===== src/rtl/sendword_pkg.sv =====
// rtl/sendword_pkg.sv - shared state encoding and frame field order for the sendword link
package sendword_pkg;

   typedef enum logic [2:0] {
      ST_IDLE,
      ST_START,
      ST_DATA,
      ST_STOP,
      ST_RECOVER
   } sendword_state_t;

   // Order in which fields appear on the line, first to last
   typedef enum logic [1:0] {
      FLD_START,
      FLD_MSB,
      FLD_LSB,
      FLD_STOP
   } sendword_field_t;

   localparam int unsigned WORD_BITS   = 2;
   localparam logic        LINE_IDLE   = 1'b0;
   localparam logic        START_LEVEL = 1'b1;
   localparam logic        STOP_LEVEL  = 1'b0;

endpackage


===== src/rtl/sync_bit.sv =====
// rtl/sync_bit.sv - multi-flop synchronizer for one asynchronous bit, resets to 0
module sync_bit #(
   parameter int SYNC_STAGES = 2
) (
   input  logic sysclk,
   input  logic rst_n,
   input  logic d,
   output logic q
);

   logic [SYNC_STAGES-1:0] ff;

   always_ff @(posedge sysclk or negedge rst_n) begin
      if (!rst_n) begin
         ff <= '0;
      end else begin
         ff <= {ff[SYNC_STAGES-2:0], d};
      end
   end

   assign q = ff[SYNC_STAGES-1];

endmodule


===== src/rtl/sendword_rx.sv =====
// rtl/sendword_rx.sv - receiver for the 2-bit sendword serial frame, centre-sampled
module sendword_rx
   import sendword_pkg::*;
#(
   parameter int CLKS_PER_BIT = 50000,
   parameter int SYNC_STAGES  = 2
) (
   input  logic                 sysclk,
   input  logic                 rst_n,
   input  logic                 in,
   output logic [WORD_BITS-1:0] word,
   output logic                 valid,
   output logic                 frame_err,
   output logic                 busy
);

   localparam int              CW        = $clog2(CLKS_PER_BIT);
   localparam logic [CW-1:0]   BIT_LAST  = CW'(CLKS_PER_BIT - 1);
   localparam logic [CW-1:0]   HALF_LAST = CW'(CLKS_PER_BIT / 2 - 1);

   logic                  in_s;
   sendword_state_t       state_q, state_d;
   sendword_field_t       field_q, field_d;
   logic [CW-1:0]         cnt_q, cnt_d;
   logic [WORD_BITS-1:0]  shreg_q, shreg_d;
   logic [WORD_BITS-1:0]  word_q, word_d;
   logic                  valid_q, valid_d;
   logic                  frame_err_q, frame_err_d;

   sync_bit #(
      .SYNC_STAGES(SYNC_STAGES)
   ) u_sync (
      .sysclk(sysclk),
      .rst_n (rst_n),
      .d     (in),
      .q     (in_s)
   );

   always_ff @(posedge sysclk or negedge rst_n) begin
      if (!rst_n) begin
         state_q     <= ST_IDLE;
         field_q     <= FLD_START;
         cnt_q       <= '0;
         shreg_q     <= '0;
         word_q      <= '0;
         valid_q     <= 1'b0;
         frame_err_q <= 1'b0;
      end else begin
         state_q     <= state_d;
         field_q     <= field_d;
         cnt_q       <= cnt_d;
         shreg_q     <= shreg_d;
         word_q      <= word_d;
         valid_q     <= valid_d;
         frame_err_q <= frame_err_d;
      end
   end

   // Start is sampled half a period in; every later sample is one full period on
   always_comb begin
      state_d     = state_q;
      field_d     = field_q;
      cnt_d       = cnt_q;
      shreg_d     = shreg_q;
      word_d      = word_q;
      valid_d     = 1'b0;
      frame_err_d = 1'b0;
      case (state_q)
         ST_IDLE: begin
            if (in_s == START_LEVEL) begin
               state_d = ST_START;
               field_d = FLD_START;
               cnt_d   = '0;
            end
         end
         ST_START: begin
            if (cnt_q == HALF_LAST) begin
               cnt_d = '0;
               if (in_s == START_LEVEL) begin
                  state_d = ST_DATA;
                  field_d = FLD_MSB;
               end else begin
                  state_d = ST_IDLE;
               end
            end else begin
               cnt_d = cnt_q + CW'(1);
            end
         end
         ST_DATA: begin
            if (cnt_q == BIT_LAST) begin
               cnt_d   = '0;
               shreg_d = {shreg_q[WORD_BITS-2:0], in_s};
               if (field_q == FLD_LSB) begin
                  state_d = ST_STOP;
                  field_d = FLD_STOP;
               end else begin
                  field_d = FLD_LSB;
               end
            end else begin
               cnt_d = cnt_q + CW'(1);
            end
         end
         ST_STOP: begin
            if (cnt_q == BIT_LAST) begin
               cnt_d = '0;
               if (in_s == STOP_LEVEL) begin
                  word_d  = shreg_q;
                  valid_d = 1'b1;
                  state_d = ST_IDLE;
               end else begin
                  frame_err_d = 1'b1;
                  state_d     = ST_RECOVER;
               end
            end else begin
               cnt_d = cnt_q + CW'(1);
            end
         end
         ST_RECOVER: begin
            // Wait for the line to go idle so a stuck-high stop is not taken as a start
            if (in_s == LINE_IDLE) begin
               state_d = ST_IDLE;
               cnt_d   = '0;
            end
         end
         default: begin
            state_d = ST_IDLE;
            cnt_d   = '0;
         end
      endcase
   end

   assign word      = word_q;
   assign valid     = valid_q;
   assign frame_err = frame_err_q;
   assign busy      = (state_q != ST_IDLE);

endmodule


===== config.mk =====
export PLATFORM = sky130hd
export DESIGN_NAME = sendword_rx
export DESIGN_NICKNAME = d
export VERILOG_FILES = /design/src/rtl/sendword_pkg.sv /design/src/rtl/sync_bit.sv /design/src/rtl/sendword_rx.sv
export SDC_FILE = /design/constraint.sdc
export NUM_CORES = 1
export LEC_CHECK = 0
export CORE_MARGIN = 2
export CORE_UTILIZATION = 55
export CTS_BUF_LIST = sky130_fd_sc_hd__clkbuf_4
export DETAILED_ROUTE_END_ITERATION = 8
export HOLD_SLACK_MARGIN = 0.1
export MAX_ROUTING_LAYER = met4
export PLACE_DENSITY = 0.76
export SETUP_SLACK_MARGIN = 0.5
export SLEW_MARGIN = 20
export SYNTH_ARGS = -nofsm -noshare
export SYNTH_HDL_FRONTEND = slang
export SYNTH_SLANG_ARGS = --single-unit

===== constraint.sdc =====
create_clock -name sysclk -period 2.7 [get_ports sysclk]
set_input_delay 0.54 -clock sysclk [delete_from_list [all_inputs] [get_ports sysclk]]
set_output_delay 0.54 -clock sysclk [all_outputs]
set_load 0.05 [all_outputs]

### Yosys cells after proc, flatten, opt, wreduce, memory -nomap -nowiden

Index checks and enable logic that the tools add are counted.

* add/sub/neg operators: 1
* eq/ne operators: 14
* muxes and demuxes: 26
* bitwise operators: 1
* reduce and logical (&&, ||, !) cells: 9

Operators with widths (count)
* $mux W16: 4
* $pmux W16 S4: 1
* $mux W3: 7
* $add A16 B1 Y16 const B: 1
* $eq A16 B15 Y1 const B: 1
* $eq A16 B16 Y1 const B: 1
* $pmux W3 S5: 1
* $mux W2: 5
* $ne A2 B2 Y1 const B: 5
* $mux W1: 7
* $eq A3 B2 Y1 const B: 2
* $pmux W2 S3: 1
* $reduce_and A6 Y1: 1
* $reduce_bool A3 Y1: 2
* $reduce_and A5 Y1: 1
* $ne A2 B1 Y1 const B: 2
* $reduce_and A2 Y1: 2
* $eq A3 B1 Y1 const B: 1
* $eq A3 B3 Y1 const B: 1
* $logic_not A3 Y1: 1
* $reduce_and A3 Y1: 1
* $eq A2 B2 Y1 const B: 1
* $reduce_or A2 Y1: 1
* $not A1 Y1: 1

* bits in registers: 29
* output and inout bits: 5

### Depth between registers and ports, before layout

Gate-level depths: netlist (run 1).

* depth after elaboration: 4
* depth in mapped cells: 7

### By module

Synthesis (run 1) repeated with hierarchy kept, for this count alone.

* cell total of the unflattened synthesis: 158
* area total of the unflattened synthesis: 1490.2 sq um

Modules (own cells, without submodules)
* sendword_rx: times used 1, cells an instance 156, area each 1440.1 sq um, seq. area each 675.6 sq um
* sync_bit: times used 1, cells an instance 2, area each 50.0 sq um, seq. area each 50.0 sq um

### Worst setup path after synthesis (run 1)

Ideal clock, no wire load.

* kind: reg-to-reg
* from: register cnt_q[4]
* to: register shreg_q[0]
* data arrival time: 1.958 ns
* required time: 2.575 ns
* setup slack: 0.617 ns
* cell stages (with the launch flop): 5
* path buffers: 0
* period minus slack after synthesis: 2.083 ns
* path through: dfrtp_1 -> or4b_4 -> or4_4 -> nor3_4 -> mux2_2

* word-level cells in the longest chain between the ends: 2

RTL lines
* start, declared: RTL line sendword_rx.sv:24 `logic [CW-1:0] cnt_q, cnt_d;`
* start signal, assigned: RTL line sendword_rx.sv:51 `cnt_q <= cnt_d;`
* $eq A16 B16 Y1: RTL line sendword_rx.sv:90 `if (cnt_q == BIT_LAST) begin`
* $reduce_and A2 Y1 (no source line)
* end signal, assigned: RTL line sendword_rx.sv:52 `shreg_q <= shreg_d;`
* end, declared: RTL line sendword_rx.sv:25 `logic [WORD_BITS-1:0] shreg_q, shreg_d;`

Every way passes these cells.
A chain may end at the register's enable or synchronous reset.

### Worst setup path in the final report (run 1)

* from: register cnt_q[13]
* to: register word_q[0] (netlist: word[0])

* word-level cells in the longest chain between the ends: 2

RTL lines
* $eq A16 B16 Y1: RTL line sendword_rx.sv:104 `if (cnt_q == BIT_LAST) begin`
* $reduce_and A3 Y1 (no source line)
* end signal, assigned: RTL line sendword_rx.sv:53 `word_q <= word_d;`
* end, declared: RTL line sendword_rx.sv:26 `logic [WORD_BITS-1:0] word_q, word_d;`

Every way passes these cells.

==> results of run 1 <==
## registers in the layout, indices dropped and copies added (netlist names)
signal,cells
cnt_q,16
field_q,2
frame_err,1
shreg_q,2
state_q,3
u_sync.ff,2
valid,1
word,2
## cells in the final DEF (no fill, tap or decap), types with 2 or more instances in the layout
cell and instances:
sky130_fd_sc_hd__nand4_1 5, sky130_fd_sc_hd__nor2_1 4, sky130_fd_sc_hd__and3_1 3, sky130_fd_sc_hd__clkdlybuf4s50_1 6, sky130_fd_sc_hd__nand2b_1 3, sky130_fd_sc_hd__nor3_1 6, sky130_fd_sc_hd__nand2_1 23, sky130_fd_sc_hd__nor2_4 2
sky130_fd_sc_hd__and2_1 2, sky130_fd_sc_hd__o21ai_0 13, sky130_fd_sc_hd__dfrtp_1 27, sky130_fd_sc_hd__xor2_1 6, sky130_fd_sc_hd__mux2_4 2, sky130_fd_sc_hd__o22ai_1 4, sky130_fd_sc_hd__o211ai_1 4, sky130_fd_sc_hd__nor4_1 2
sky130_fd_sc_hd__a21oi_1 12, sky130_fd_sc_hd__inv_1 4, sky130_fd_sc_hd__nand3_1 5, sky130_fd_sc_hd__nor4_4 2, sky130_fd_sc_hd__nor2b_1 5, sky130_fd_sc_hd__mux2_2 2, sky130_fd_sc_hd__clkbuf_4 5, sky130_fd_sc_hd__buf_4 19
sky130_fd_sc_hd__dfrtp_2 2, sky130_fd_sc_hd__clkinvlp_4 3
## final timing paths
path,from,endpoint,slack [ns],cells after the start
worst min-delay path,u_sync.ff[0],u_sync.ff[1],0.37,0
worst max register to register,cnt_q[13],word[0],0.44,5
max in group asynchronous,rst_n,cnt_q[8],1.83,2
worst min register to register,u_sync.ff[0],u_sync.ff[1],0.37,0
worst max-delay path,cnt_q[13],word[0],0.44,5
min in group asynchronous,rst_n,field_q[0],0.57,2
## worst max-delay path: stages (launching register included)
cell	delay (ns)
sky130_fd_sc_hd__dfrtp_1	0.42
sky130_fd_sc_hd__or4bb_4	0.58
sky130_fd_sc_hd__nor4_4	0.43
sky130_fd_sc_hd__and3_4	0.25
sky130_fd_sc_hd__and2b_2	0.18
sky130_fd_sc_hd__mux2_4	0.30
## logic make-up after synthesis
kind of cell | synth area share
and+or+nand+nor | 0.285
AOI/OAI and AO/OA | 0.150
DFF | 0.457
buffers and inverters | 0.0386
xor gates and xnor gates | 0.0331
muxes | 0.0284
adders and majority gates | 0.00788
## repair_timing
| action | CTS | global route |
|---|---|---|
| endpoints found under the setup margin | 12 | 15 |
| resized for setup | 5 | 12 |
| pin swaps | 1 | 5 |
| hold endpoints to repair | 0 | 0 |
| setup buffers | 2 | 12 |
## power by group
| part | leakage (nW) | switching [mW] | internal (mW) |
|---|---|---|---|
| Combinational | 0.410 | 0.120 | 0.0945 |
| Sequential | 0.378 | 0.0934 | 0.500 |
| Clock | 0.0234 | 0.169 | 0.100 |
| Total | 0.811 | 0.382 | 0.695 |
## per-layer routing
layer | vias up | wire length, um | part of all wire | GRT usage
li1 | 663 | - | - | -
met1 | 689 | 1650 | 0.45 | 0.305
met2 | 33 | 1690 | 0.47 | 0.354
met3 | 14 | 175 | 0.048 | 0.0469
met4 | 0 | 104 | 0.029 | 0.0897
met5 | - | 0 | 0 | -
## final cells by class
type                    count  area [sq um]
clock buffers               5          37.5
clock inverters             3          22.5
fillers                   201           850
inverters                   4          15.0
multi-input cells         127           858
flip-flops and latches     29           728
well taps                  31          38.8
repair buffers             26           208
==> key figures, run 1 <==
Power
  • Largest voltage drop on the vdd net: approximately 0.59 mV
  • Power Total: between 1 and 1.5 mW
  • P_leak: between 0.8 and 0.9 nW
  • Areal power density over the cells: approximately 560 nW/um^2

STA
  • Slew Limit Fails: 0
  • RSZ-0062 raised after global routing: true
  • Worst clock skew on the final layout: 0.00909 ns
  • Worst relative slew slack: 0.664
  • Worst hold slack: roughly 0.37 ns
  • Final setup vio count: 0
  • Peak clock frequency supported by timing: around 0.44 GHz
  • Count of endpoints failing hold in the final timing report: 0
  • Worst path setup slack after routing: 0.438 ns
  • Slew @ Worst Pin: roughly 0.50 ns
  • Minimum period implied by the final worst setup slack: approximately 2.3 ns
  • Setup TNS after final layout: 0 ns
  • Final worst-path cycle share: 0.838

Clocking
  • Clock transition at path regs: 0.10 ns
  • Library cell used as clock root buffer: sky130_fd_sc_hd__clkbuf_4
  • CTS buffer count: 5
  • Number of H-tree levels: 2
  • Clock Tree Buf Depth: 2
  • TritonCTS clock tree: done
  • Clk sinks: 29
  • Clock insertion delay at the later pin of the skew report: roughly 0.34 ns
  • Total of hold buffers inserted after clock tree synthesis: 0

Setup path
  • Critical Path Source Type: register
  • Critical path endpoint category: register
  • Arrival time of data at the critical path endpoint: roughly 2.5 ns
  • CP Data Required Time: between 2 and 3 ns
  • CP max FO: 4
  • Classification of the worst setup path: reg -> reg

Place
  • Final weighted congestion in routability-driven placement: roughly 0.86
  • Cell area reported after detailed placement: 1690 sq um
  • Count of input and output buffers: 7
  • Number of placed instances with taps included: a little over 200
  • Worst slack at placement: about 0.42 ns
  • Half-perimeter wire length of the detailed placement result: roughly 2.3 mm

Drt
  • Router iterations before antenna repair: 4
  • Number of remaining DRC errors: 0
  • Total via count in the routed design: ~1400
  • Initial DRC Count: ~60
  • Detail-routed via count per cell: approximately 6.2
  • Drt wl/cell: around 16 um
  • Routed Antenna Nets: 0
  • Total wirelength of the detailed-routed design: between 3 and 4 mm

Logic synthesis
  • Leading area contributor after synthesis: sky130_fd_sc_hd__dfrtp_1
  • Count of flip-flops with a built-in enable after synthesis: 0
  • Synthesized netlist net count: about 170
  • Top cells by count, synth: 29 x sky130_fd_sc_hd__dfrtp_1, 23 x sky130_fd_sc_hd__nand2_1, 13 x sky130_fd_sc_hd__o21ai_0, 12 x sky130_fd_sc_hd__a21oi_1
  • Count of yosys warnings during synthesis: 0
  • Share of Yosys cell area claimed by the top area cell type: 0.457
  • FF+latch count, synth: 29
  • Top cells by area in the synthesized netlist: sky130_fd_sc_hd__dfrtp_1 46%, sky130_fd_sc_hd__nand2_1 5.4%, sky130_fd_sc_hd__o21ai_0 4.1%, sky130_fd_sc_hd__a21oi_1 3.8%, sky130_fd_sc_hd__xor2_1 3.3%
  • Dominant cell by count in the synthesized netlist: sky130_fd_sc_hd__dfrtp_1
  • Fraction of the yosys area taken by sequential cells: 0.457
  • Area of the mapped netlist: 1590 sq um
  • Synthesized area per cell: between 9 and 10 sq um
  • Mapped Cells: 170
  • Commonest register cell after synthesis: sky130_fd_sc_hd__dfrtp_1
  • Synth unique cells: 43
  • Async set-or-reset flop fraction in the synthesized netlist: 1.00

GRT
  • Global routing usage summed across all routing layers: 0.232
  • Wire length of the first global-routing pass: roughly 5.7 mm
  • Remaining Overflow, GRT: 0
  • Number of antenna violations at the first check in global routing: 0
  • Vias in the first global route: 1269
  • Largest net degree at the start of global routing: 30

Run
  • MaxCap Viol Count: 0

Floorplan
  • Placeable core region: 2760 sq um
  • Rows: 19
  • Starting density of the core: 0.576
  • Horizontal extent of the die: 57.7 um
  • Total Die Area: between 3000 and 4000 sq um
  • Count of pins on the block boundary: 8
  • Die extent in y: approximately 58 um

Final layout
  • Antenna Diode Count: 0
  • Synth-to-Final Area Change: 20.2%
  • Share of final-layout standard cells stronger than drive strength 1: 0.253
  • Cell area after layout: between 1500 and 2000 sq um
  • Post-layout util: 0.692
  • Finished Layout Cells: approximately 230
  • Layout Nets: approximately 200

Outcome
  • Outcome: finished, final reports clean

Min path
  • Class of the tightest hold or removal check: reg -> reg
No activity file was read; power rests on OpenSTA's default activity.
==> inputs of run 2 (changes only) <==
clock period = 2.2 ns   (was 2.7 ns; I/O delays follow)
==> run 2 against run 1 <==
Net effect:
- register-to-register slack worse by 0.36 ns
- count of clock-buffer cells in the layout up 1
- design area up 9.5%
- worst setup slack worse by 0.36 ns
- die area unchanged
- power up 25%
- maximum frequency up 6.4%
- worst hold slack worse by 0.014 ns
- critical endpoint unchanged
- cell count up 3.6%
- wire length up 13%
- global-route usage up 5.4 points
- highest routed layer unchanged
- first-iteration DRC count up 61%
==> key figures, run 2 (synthesis gave the netlist of run 1 again) <==
Outcome
  • Outcome: finished, final reports clean (unchanged)

Drt
  • Initial DRC Count: 95 (was 59)
  • Router iterations before antenna repair: 4 (unchanged)
  • Total wirelength of the detailed-routed design: 4.07 mm (was 3.62 mm)
  • Detail-routed via count per cell: 6.35 (was 6.22)
  • Number of remaining DRC errors: 0 (unchanged)
  • Drt wl/cell: 17.5 um (was 16.1 um)
  • Routed Antenna Nets: 0 (unchanged)
  • Total via count in the routed design: 1480 (was 1399)

STA
  • Final setup vio count: 0 (unchanged)
  • RSZ-0062 raised after global routing: true (unchanged)
  • Slew Limit Fails: 0 (unchanged)
  • Slew @ Worst Pin: 0.700 ns (was 0.503 ns)
  • Minimum period implied by the final worst setup slack: 2.13 ns (was 2.26 ns)
  • Setup TNS after final layout: 0 ns (unchanged)
  • Count of endpoints failing hold in the final timing report: 0 (unchanged)
  • Worst clock skew on the final layout: 0.0124 ns (was 0.00909 ns)
  • Worst relative slew slack: 0.527 (was 0.664)
  • Final worst-path cycle share: 0.966 (was 0.838)
  • Peak clock frequency supported by timing: 0.470 GHz (was 0.442 GHz)

Floorplan
  • Starting density of the core: 0.576 (unchanged)
  • Die extent in y: 57.7 um (unchanged)
  • Horizontal extent of the die: 57.7 um (unchanged)
  • Total Die Area: 3330 sq um (unchanged)
  • Rows: 19 (unchanged)
  • Placeable core region: 2760 sq um (unchanged)
  • Count of pins on the block boundary: 8 (unchanged)

Final layout
  • Share of final-layout standard cells stronger than drive strength 1: 0.381 (was 0.253)
  • Flip-flop count of the largest register after layout: 16 (unchanged)
  • Register name with the most flops: cnt_q (unchanged)
  • Fill cell total of the finished layout: 176 (was 201)
  • Synth-to-Final Area Change: 31.6% (was 20.2%)
  • Commonest non-fill, non-tap cell in the layout: sky130_fd_sc_hd__dfrtp_1 (unchanged)
  • Antenna Diode Count: 0 (unchanged)
  • Commonest cells after routing, fill and taps aside: 27 x sky130_fd_sc_hd__dfrtp_1, 23 x sky130_fd_sc_hd__nand2_1, 22 x sky130_fd_sc_hd__buf_4 (was 27 x sky130_fd_sc_hd__dfrtp_1, 23 x sky130_fd_sc_hd__nand2_1, 19 x sky130_fd_sc_hd__buf_4)
  • Finished Layout Cells: 233 (was 225)
  • Layout Nets: 206 (was 197)
  • Largest registers in the final layout: cnt_q x16, state_q x3 (unchanged)

Clocking
  • Number of H-tree levels: 2 (unchanged)
  • Library cell used as clock root buffer: sky130_fd_sc_hd__clkbuf_4 (unchanged)
  • CTS buffer count: 5 (unchanged)
  • Clk sinks: 29 (unchanged)
  • Clock insertion delay at the later pin of the skew report: 0.34 ns (about the same)
  • TritonCTS clock tree: done (unchanged)
  • Total of hold buffers inserted after clock tree synthesis: 0 (unchanged)
  • Clock Tree Buf Depth: 2 (unchanged)
  • Clock transition at path regs: 0.08 ns (was 0.10 ns)

Setup path
  • Critical path endpoint category: register (unchanged)
  • Reg-to-reg startpoint: cnt_q[4] (was cnt_q[13])
  • Classification of the worst setup path: reg -> reg (unchanged)
  • CP Data Required Time: 2.42 ns (was 2.94 ns)
  • Worst r2r path cells: 6 (was 5)
  • Register-to-Register Setup Slack: 0.07 ns (was 0.44 ns)
  • CP max FO: 3 (was 4)
  • Launch point of the critical path: cnt_q[4] (was cnt_q[13])
  • Endpoint of the worst-slack reg-to-reg timing path: word[0] (unchanged)
  • Arrival time of data at the critical path endpoint: 2.34 ns (was 2.50 ns)
  • Capture point of the worst path: word[0] (unchanged)
  • Critical Path Source Type: register (unchanged)

Power
  • P_leak: 0.901 nW (was 0.811 nW)
  • Areal power density over the cells: 644 nW/um^2 (was 564 nW/um^2)
  • Largest voltage drop on the vdd net: 0.665 mV (was 0.589 mV)

Place
  • Number of placed instances with taps included: 214 (was 203)
  • Half-perimeter wire length of the detailed placement result: 2.48 mm (was 2.28 mm)
  • Count of input and output buffers: 7 (unchanged)
  • Final weighted congestion in routability-driven placement: 0.860 (was 0.864)

Run
  • MaxCap Viol Count: 0 (unchanged)

GRT
  • Largest net degree at the start of global routing: 30 (unchanged)
  • Wire length of the first global-routing pass: 6.92 mm (was 5.71 mm)
  • Remaining Overflow, GRT: 0 (unchanged)
  • Vias in the first global route: 1474 (was 1269)
  • Global routing usage summed across all routing layers: 0.286 (was 0.232)
  • Number of antenna violations at the first check in global routing: 0 (unchanged)

Min path
  • Class of the tightest hold or removal check: reg -> reg (unchanged)
run 2: changes by cell type in the layout (fill, tap and decap cells not counted), moves of 4 or more:
cell / before / now
sky130_fd_sc_hd__o21ai_0: 13 / 3
sky130_fd_sc_hd__o21ai_2: 0 / 8
sky130_fd_sc_hd__buf_6: 0 / 7
sky130_fd_sc_hd__a21oi_1: 12 / 6
sky130_fd_sc_hd__a21oi_2: 0 / 6
sky130_fd_sc_hd__clkdlybuf4s50_1: 6 / 2
sky130_fd_sc_hd__dlygate4sd2_1: 0 / 4
run 2: area by class of cell:
class	count	area [sq um]	area share
Multi-Input combinational cell	127	960	0.459
Sequential cell	29	728	0.349
Timing Repair Buffer	35	299	0.143
Clock buffer	6	45.0	0.0216
Tap cell	31	38.8	0.0186
Inverter	4	15.0	0.00719
Clock inverter	1	3.75	0.00180
run 2: power by group:
part	switching (mW)	internal, mW
Combinational	0.164	0.145
Clock	0.182	0.128
Sequential	0.112	0.616
run 2: how the worst min path moves through the flow:
stage | cells after the start | to | from | slack (ns)
2_1_floorplan | 0 | cnt_q[0] | rst_n | 0.14
3_3_place_gp | 0 | u_sync.ff[1] | u_sync.ff[0] | 0.33
3_5_place_dp | 0 | u_sync.ff[1] | u_sync.ff[0] | 0.34
4_1_cts | 0 | u_sync.ff[1] | u_sync.ff[0] | 0.36
5_1_grt | 0 | u_sync.ff[1] | u_sync.ff[0] | 0.38
6_report | 0 | u_sync.ff[1] | u_sync.ff[0] | 0.35
run 2: repair_timing:
| item | 4_1_cts | 5_1_grt |
|---|---|---|
| pin swaps | 17 | 4 |
| endpoints found under the hold margin | 0 | 0 |
| setup buffers | 10 | 2 |
| setup endpoints to repair | 32 | 28 |
| gates resized for setup | 39 | 4 |
| cloned | 0 | 0 |
run 2: layer usage:
layer | track usage | part of all wire | vias up
li1 | - | - | 686
met1 | 0.338 | 0.39 | 714
met2 | 0.446 | 0.51 | 67
met3 | 0.0625 | 0.073 | 13
met4 | 0.169 | 0.030 | 0
met5 | - | 0 | -
run 2: critical path, cell delays in order (launching register included):
cell and delay [ns]:
sky130_fd_sc_hd__dfrtp_1 0.39, sky130_fd_sc_hd__or4b_4 0.56, sky130_fd_sc_hd__buf_4 0.16, sky130_fd_sc_hd__nor4_4 0.16, sky130_fd_sc_hd__and3_4 0.23, sky130_fd_sc_hd__and2b_2 0.18, sky130_fd_sc_hd__mux2_2 0.33
run 2: stage by stage:
stage	total power, mW	hold slack (ns)	setup WS [ns]	util	area [sq um]
3_5_place_dp	0.990	0.336	0.0561	0.651	1800
4_1_cts	1.34	0.355	0.0782	0.746	2060
2_1_floorplan	0.906	0.144	0.117	-	1620
6_report	1.35	0.352	0.0744	0.758	2090
5_1_grt	1.43	0.378	0.00734	0.758	2090
3_3_place_gp	0.975	0.332	0.0767	0.651	1800
==> edit 1: new RTL, settings of run 2 <==
Put one more register stage on the output `frame_err`, with the module's reset. The value now appears one clock later. The other outputs are not delayed to match.
--- a/src/rtl/sendword_rx.sv
+++ b/src/rtl/sendword_rx.sv
@@ -131,7 +131,13 @@
 
    assign word      = word_q;
    assign valid     = valid_q;
-   assign frame_err = frame_err_q;
+   always_ff @(posedge sysclk or negedge rst_n) begin
+      if (!rst_n) begin
+         frame_err <= '0;
+      end else begin
+         frame_err <= frame_err_q;
+      end
+   end
    assign busy      = (state_q != ST_IDLE);
 
 endmodule
Function: no difference found for any inputs over 10 cycles, from zero or initial values and one cycle with rst_n low; that may be too few to reach the edited logic, so the function may still have changed.
==> edit 1 against run 2 <==
Fmax rose by 16%; die area fell by 2.1%; utilization decreased by 7.8 points; sequential share of layout area is 6.3 points higher; sequential cell count is 1 higher; via count down 11%; area after synthesis shrank 2.2%; synthesized cell count fell by 5.9%; worst hold slack gained 0.0035 ns; final area down 12%; wire length fell by 17%; setup slack gained 0.30 ns; critical endpoint is now cnt_q[15]$_DFFE_PN0P_; largest cell class unchanged.
Power is not compared: it rests on default switching activity, and its combinational part moved more than twofold at a synthesized area within 25%.
==> edit 1: results (changes against run 2) <==
- Status: completed (unchanged)
- Final clock skew: 0.00398 ns (was 0.0124 ns)
- Largest net degree at the start of global routing: 31 (was 30)
- Area contributors post-synth: dfrtp_1, a21oi_1, nand2_1 (was dfrtp_1, nand2_1, o21ai_0)
- Placed cells: 193 (was 214)
- Async SR Flop Fraction: 1.00 (unchanged)
- HP Class: register to register (unchanged)
- Met2 WL: 1660 um (was 2070 um)
- H-tree level count: 2 (unchanged)
- Layout cells sized above 1: 0.263 (was 0.381)
- CP max-delay cell: dfrtp_2 (was or4b_4)
- Post-synthesis sequential area ratio: 0.483 (was 0.457)
- Post-Layout Cell Count: 206 (was 233)
- Post-synthesis compound-gate area fraction: 0.166 (was 0.150)
- # port buffers: 7 (unchanged)
- Routed WL: 3380 um (was 4070 um)
- Nets: 178 (was 206)
- Max incr delay on CP: 0.44 ns (was 0.56 ns)
- Vias in the first global route: 1266 (was 1474)
- Clk_lat worst skew: 0.33 ns
- Slew headroom: 0.679 (was 0.527)
- Placed cell area: 0.00168 sq mm (was 0.00180 sq mm)
- WP data arrival: 2.05 ns (was 2.34 ns)
- Synth Area in Adders: 0.00806 (was 0.00788)
- Metal-1 WL: 1490 um (was 1590 um)
- Routed vias/inst: 6.37 (was 6.35)
- Initial antenna violation count: 0 (unchanged)
- Post-synthesis cell count: 160 (was 170)
- Fill cells: 222 (was 176)
- Met3 WL: 155 um (was 296 um)
- Post-synthesis mux area share: 0.0483 (was 0.0284)
- Global-route wire length before repair: 5690 um (was 6920 um)
- Syn Nets: 164 (was 174)
- Global Route Usage Sum: 0.235 (was 0.286)
- Post-synth cell types: 38 (was 43)
- Max Used Layer: met4 (unchanged)
- Root Buffer Master: clkbuf_4 (unchanged)
- Hpwl dp: 2140 um (was 2480 um)
- GP Congestion: 0.846 (was 0.860)
- Worst VDD drop: about 670 uV
- Top delay family on crit path: simple AND/OR/NAND/NOR gates (unchanged)
- Largest registers: cnt_q: 16 flops, state_q: 3 flops (unchanged)
- DRT Pass-1 Iters: 5 (was 4)
- DR iter-0 viols: 44 (was 95)
- Crit-path max FO: 27 (was 3)
- Post-synth top cells: dfrtp_1, nand2_1, a21oi_1, nor2_1, a31oi_1 (was dfrtp_1, nand2_1, o21ai_0)
- XOR/XNOR Fraction of Synth Area: 0.0113 (was 0.0331)
[edit 1: cell types whose count changed in the layout (fill, tap and decap cells not counted), moves of 5 or more]
cell | before | now
buf_4 | 22 | 10
a31oi_1 | 0 | 9
nor2_1 | 3 | 11
o21ai_2 | 8 | 0
buf_6 | 7 | 0
nand2_1 | 23 | 16
xor2_1 | 6 | 0
nor2b_1 | 5 | 0
[edit 1: timing repair]
action                                  4_1_cts  5_1_grt
buffers inserted                              4        1
gates resized for setup                      13       13
pin swaps                                     3        0
endpoints found under the setup margin       27       25
[edit 1: power by group]
group | switching (W) | internal, W
Clock | 0.000185 | 0.000132
Combinational | 0.000373 | 0.000307
Sequential | 0.000132 | 0.000633
Total | 0.000690 | 0.00107
[edit 1: stage by stage]
stage / hold WS [ns] / setup slack (ns)
3_5_place_dp: 0.339 / 0.335
2_1_floorplan: 0.144 / 0.445
5_1_grt: 0.366 / 0.281
6_report: 0.355 / 0.375
3_3_place_gp: 0.335 / 0.335
4_1_cts: 0.359 / 0.366
[edit 1: layer usage]
metal | vias up | global-route usage
met5 | - | -
met4 | 0 | 0.120
met3 | 8 | 0.0499
met2 | 38 | 0.358
met1 | 638 | 0.298
li1 | 628 | -
[edit 1: logic make-up after synthesis]
kind of cell	count (synthesis)
xor+xnor	2
compound gates	40
flops	30
mux	7
fa+ha+maj	1
buf+inv	16
simple gates	64
[edit 1: layout make-up]
cell class	count	area, sq um	share of cell area
clock buffers	6	45.0	0.0244
clock inverters	2	8.76	0.00475
inverters	6	22.5	0.0122
multi-input cells	114	817	0.443
flip-flops and latches	30	758	0.411
well taps	31	38.8	0.0210
repair buffers	17	153	0.0828
[edit 1: final timing paths]
check	from	end	slack [ns]	cells after the start
worst max-delay path	cnt_q[10]$_DFFE_PN0P_	cnt_q[15]$_DFFE_PN0P_	0.38	6
worst min-delay path	frame_err_q$_DFF_PN0_	frame_err$_DFF_PN0_	0.36	0
worst max register to register	cnt_q[10]$_DFFE_PN0P_	cnt_q[15]$_DFFE_PN0P_	0.38	6
worst min register to register	frame_err_q$_DFF_PN0_	frame_err$_DFF_PN0_	0.36	0
max in group asynchronous	rst_n	state_q[2]$_DFFE_PN0P_	1.43	2
min in group asynchronous	rst_n	cnt_q[8]$_DFFE_PN0P_	0.48	2
==> edit 2: new RTL, settings of run 2 <==
Made on the original files. The package constant `WORD_BITS` goes from 2 to 4.
--- a/src/rtl/sendword_pkg.sv
+++ b/src/rtl/sendword_pkg.sv
@@ -17,7 +17,7 @@
       FLD_STOP
    } sendword_field_t;
 
-   localparam int unsigned WORD_BITS   = 2;
+   localparam int unsigned WORD_BITS   = 4;
    localparam logic        LINE_IDLE   = 1'b0;
    localparam logic        START_LEVEL = 1'b1;
    localparam logic        STOP_LEVEL  = 1'b0;
Ports: changed (resized word); port bits go from 8 to 10. The function was not compared with the original's and may differ.
==> edit 2 against run 2 <==
The flow now finishes with violations (DRC); wire length is 8.5% lower; setup slack gained 0.24 ns; fmax rose by 13%; sequential cell count rose by 4; power is 21% higher; clock skew fell by 0.0037 ns; area after synthesis increased by 4.0%; final area up 0.24%; sequential share of layout area up 4.9 points; critical path type unchanged; critical endpoint is now field_q[0]$_DFFE_PN0P_; highest routed layer unchanged.
==> edit 2: results (changes against run 2) <==
- Number of CTS-inserted buffers: 5 (unchanged)
- Failing checks: DRC
- Post-place setup slack: 0.145 ns (was 0.0561 ns)
- Fill cells: 183 (was 176)
- Placed cell area: 0.00180 sq mm (about the same)
- Syn Nets: 168 (was 174)
- Lkg Pwr: 0.985 nW (was 0.901 nW)
- Signal buffers: 32 (was 35)
- Primary FF master, synth: dfrtp_1 (unchanged)
- XOR/XNOR Fraction of Synth Area: 0.0371 (was 0.0331)
- Multi-In Gates: 121 (was 127)
- WP data arrival: 2.12 ns (was 2.34 ns)
- Clock power share: 0.196 (was 0.230)
- Initial antenna violation count: 0 (unchanged)
- Nets: 201 (was 206)
- Mean Syn Cell Area: 10.1 sq um (was 9.34 sq um)
- Async SR Flop Fraction: 1.00 (unchanged)
- Layout cells sized above 1: 0.333 (was 0.381)
- Avg WL per Cell: 16.3 um (was 17.5 um)
- CTS clock-pin slew for the worst setup and hold paths: ~0.09 ns
- F_max: 0.529 GHz (was 0.470 GHz)
- Synth Warn #: 0 (unchanged)
- Psw: 0.000522 W (was 0.000457 W)
- Routed vias/inst: 6.02 (was 6.35)
- Post-synthesis compound-gate area fraction: 0.121 (was 0.150)
- Reg2Reg Setup Slack: 0.31 ns (was 0.07 ns)
- Synth Area in Adders: 0.00758 (was 0.00788)
- Post-synthesis mux area share: 0.0402 (was 0.0284)
- Worst VDD drop: 591 uV (was 665 uV)
- Largest net degree at the start of global routing: 34 (was 30)
- FFs & Latches: 33 (was 29)
- HP Class: register to register (unchanged)
- Area contributors post-synth: dfrtp_1, nand2_1, o21ai_0 (unchanged)
- Clock buf/inv share: 0.0239 (was 0.0234)
- Crit-path max FO: 2 (was 3)
- # port buffers: 9 (was 7)
- Combinational cell fraction of total power: 0.318 (was 0.229)
- Fin Hold WS: 0.354 ns (was 0.352 ns)
- Post-synth top cells: dfrtp_1, nand2_1, nor2_1 (was dfrtp_1, nand2_1, o21ai_0)
- Post-synthesis sequential area ratio: 0.500 (was 0.457)
- Share of the synthesized area in the top cell type: 0.500 (was 0.457)
- Sw Ratio: 0.320 (was 0.340)
- Number of remaining DRC errors: 1 (was 0)
- H-tree level count: 2 (unchanged)
- Fraction of area in registers: 0.397 (was 0.349)
- Final clock skew: 0.00868 ns (was 0.0124 ns)
- Multi-input combinational area share: 0.424 (was 0.459)
- DR iter-0 viols: 45 (was 95)
- Data buffer area share: 0.129 (was 0.143)
- Status: finished with violations (was completed)
- Least-Margin Pin Slew: 0.487 ns (was 0.700 ns)
- Hpwl dp: 2250 um (was 2480 um)
- Global-route wire length before repair: 6070 um (was 6920 um)
- Global Route Usage Sum: 0.247 (was 0.286)
- Post-synth cell types: 38 (was 43)
- Vias in the first global route: 1373 (was 1474)
- DRT Pass-1 Iters: 6 (was 4)
- GP Congestion: 0.859 (was 0.860)
edit 2: cell count changes in the layout (fill, tap and decap cells not counted), moves of 4 or more:
cell	delta
nand2_1	-5
nor2_1	+7
o211ai_1	-4
nor3b_1	+4
a21oi_2	-6
nor3_1	-4
or3_1	+5
a21o_1	+4
edit 2: worst max-delay path, cell delays in order (launching register included):
cell     delay [ns]
dfrtp_2        0.44
nor4_4         0.27
buf_4          0.17
nand4_4        0.09
or3_4          0.37
a21oi_4        0.14
mux2_4         0.30
edit 2: metrics by stage:
stage / cells / utilization
floorplan: 164 / -
global placement: 203 / 0.643
detailed placement: 203 / 0.643
CTS: 223 / 0.718
global route: 229 / 0.747
finish: 229 / 0.747
edit 2: layer usage:
layer | up-vias | track usage | share of wire
met3 | 11 | 0.0747 | 0.044
met5 | - | - | 0
met1 | 661 | 0.269 | 0.43
met2 | 45 | 0.403 | 0.51
met4 | 0 | 0.130 | 0.019
li1 | 661 | - | -
edit 2: final timing paths:
| kind | startpoint | to | cells after the start |
|---|---|---|---|
| worst max-delay path | cnt_q[10]$_DFFE_PN0P_ | field_q[0]$_DFFE_PN0P_ | 6 |
| worst min-delay path | u_sync.ff[0]$_DFF_PN0_ | u_sync.ff[1]$_DFF_PN0_ | 0 |
| worst max register to register | cnt_q[10]$_DFFE_PN0P_ | field_q[0]$_DFFE_PN0P_ | 6 |
| worst min register to register | u_sync.ff[0]$_DFF_PN0_ | u_sync.ff[1]$_DFF_PN0_ | 0 |
| max in group asynchronous | rst_n | state_q[1]$_DFFE_PN0P_ | 2 |
| min in group asynchronous | rst_n | word[1]$_DFFE_PN0P_ | 2 |
edit 2: timing repair:
item                                    4_1_cts  5_1_grt
gates resized for setup                      36       23
setup buffers                                11        6
endpoints found under the setup margin       35       33
gates cloned                                  1        0
pin swaps                                    26        7
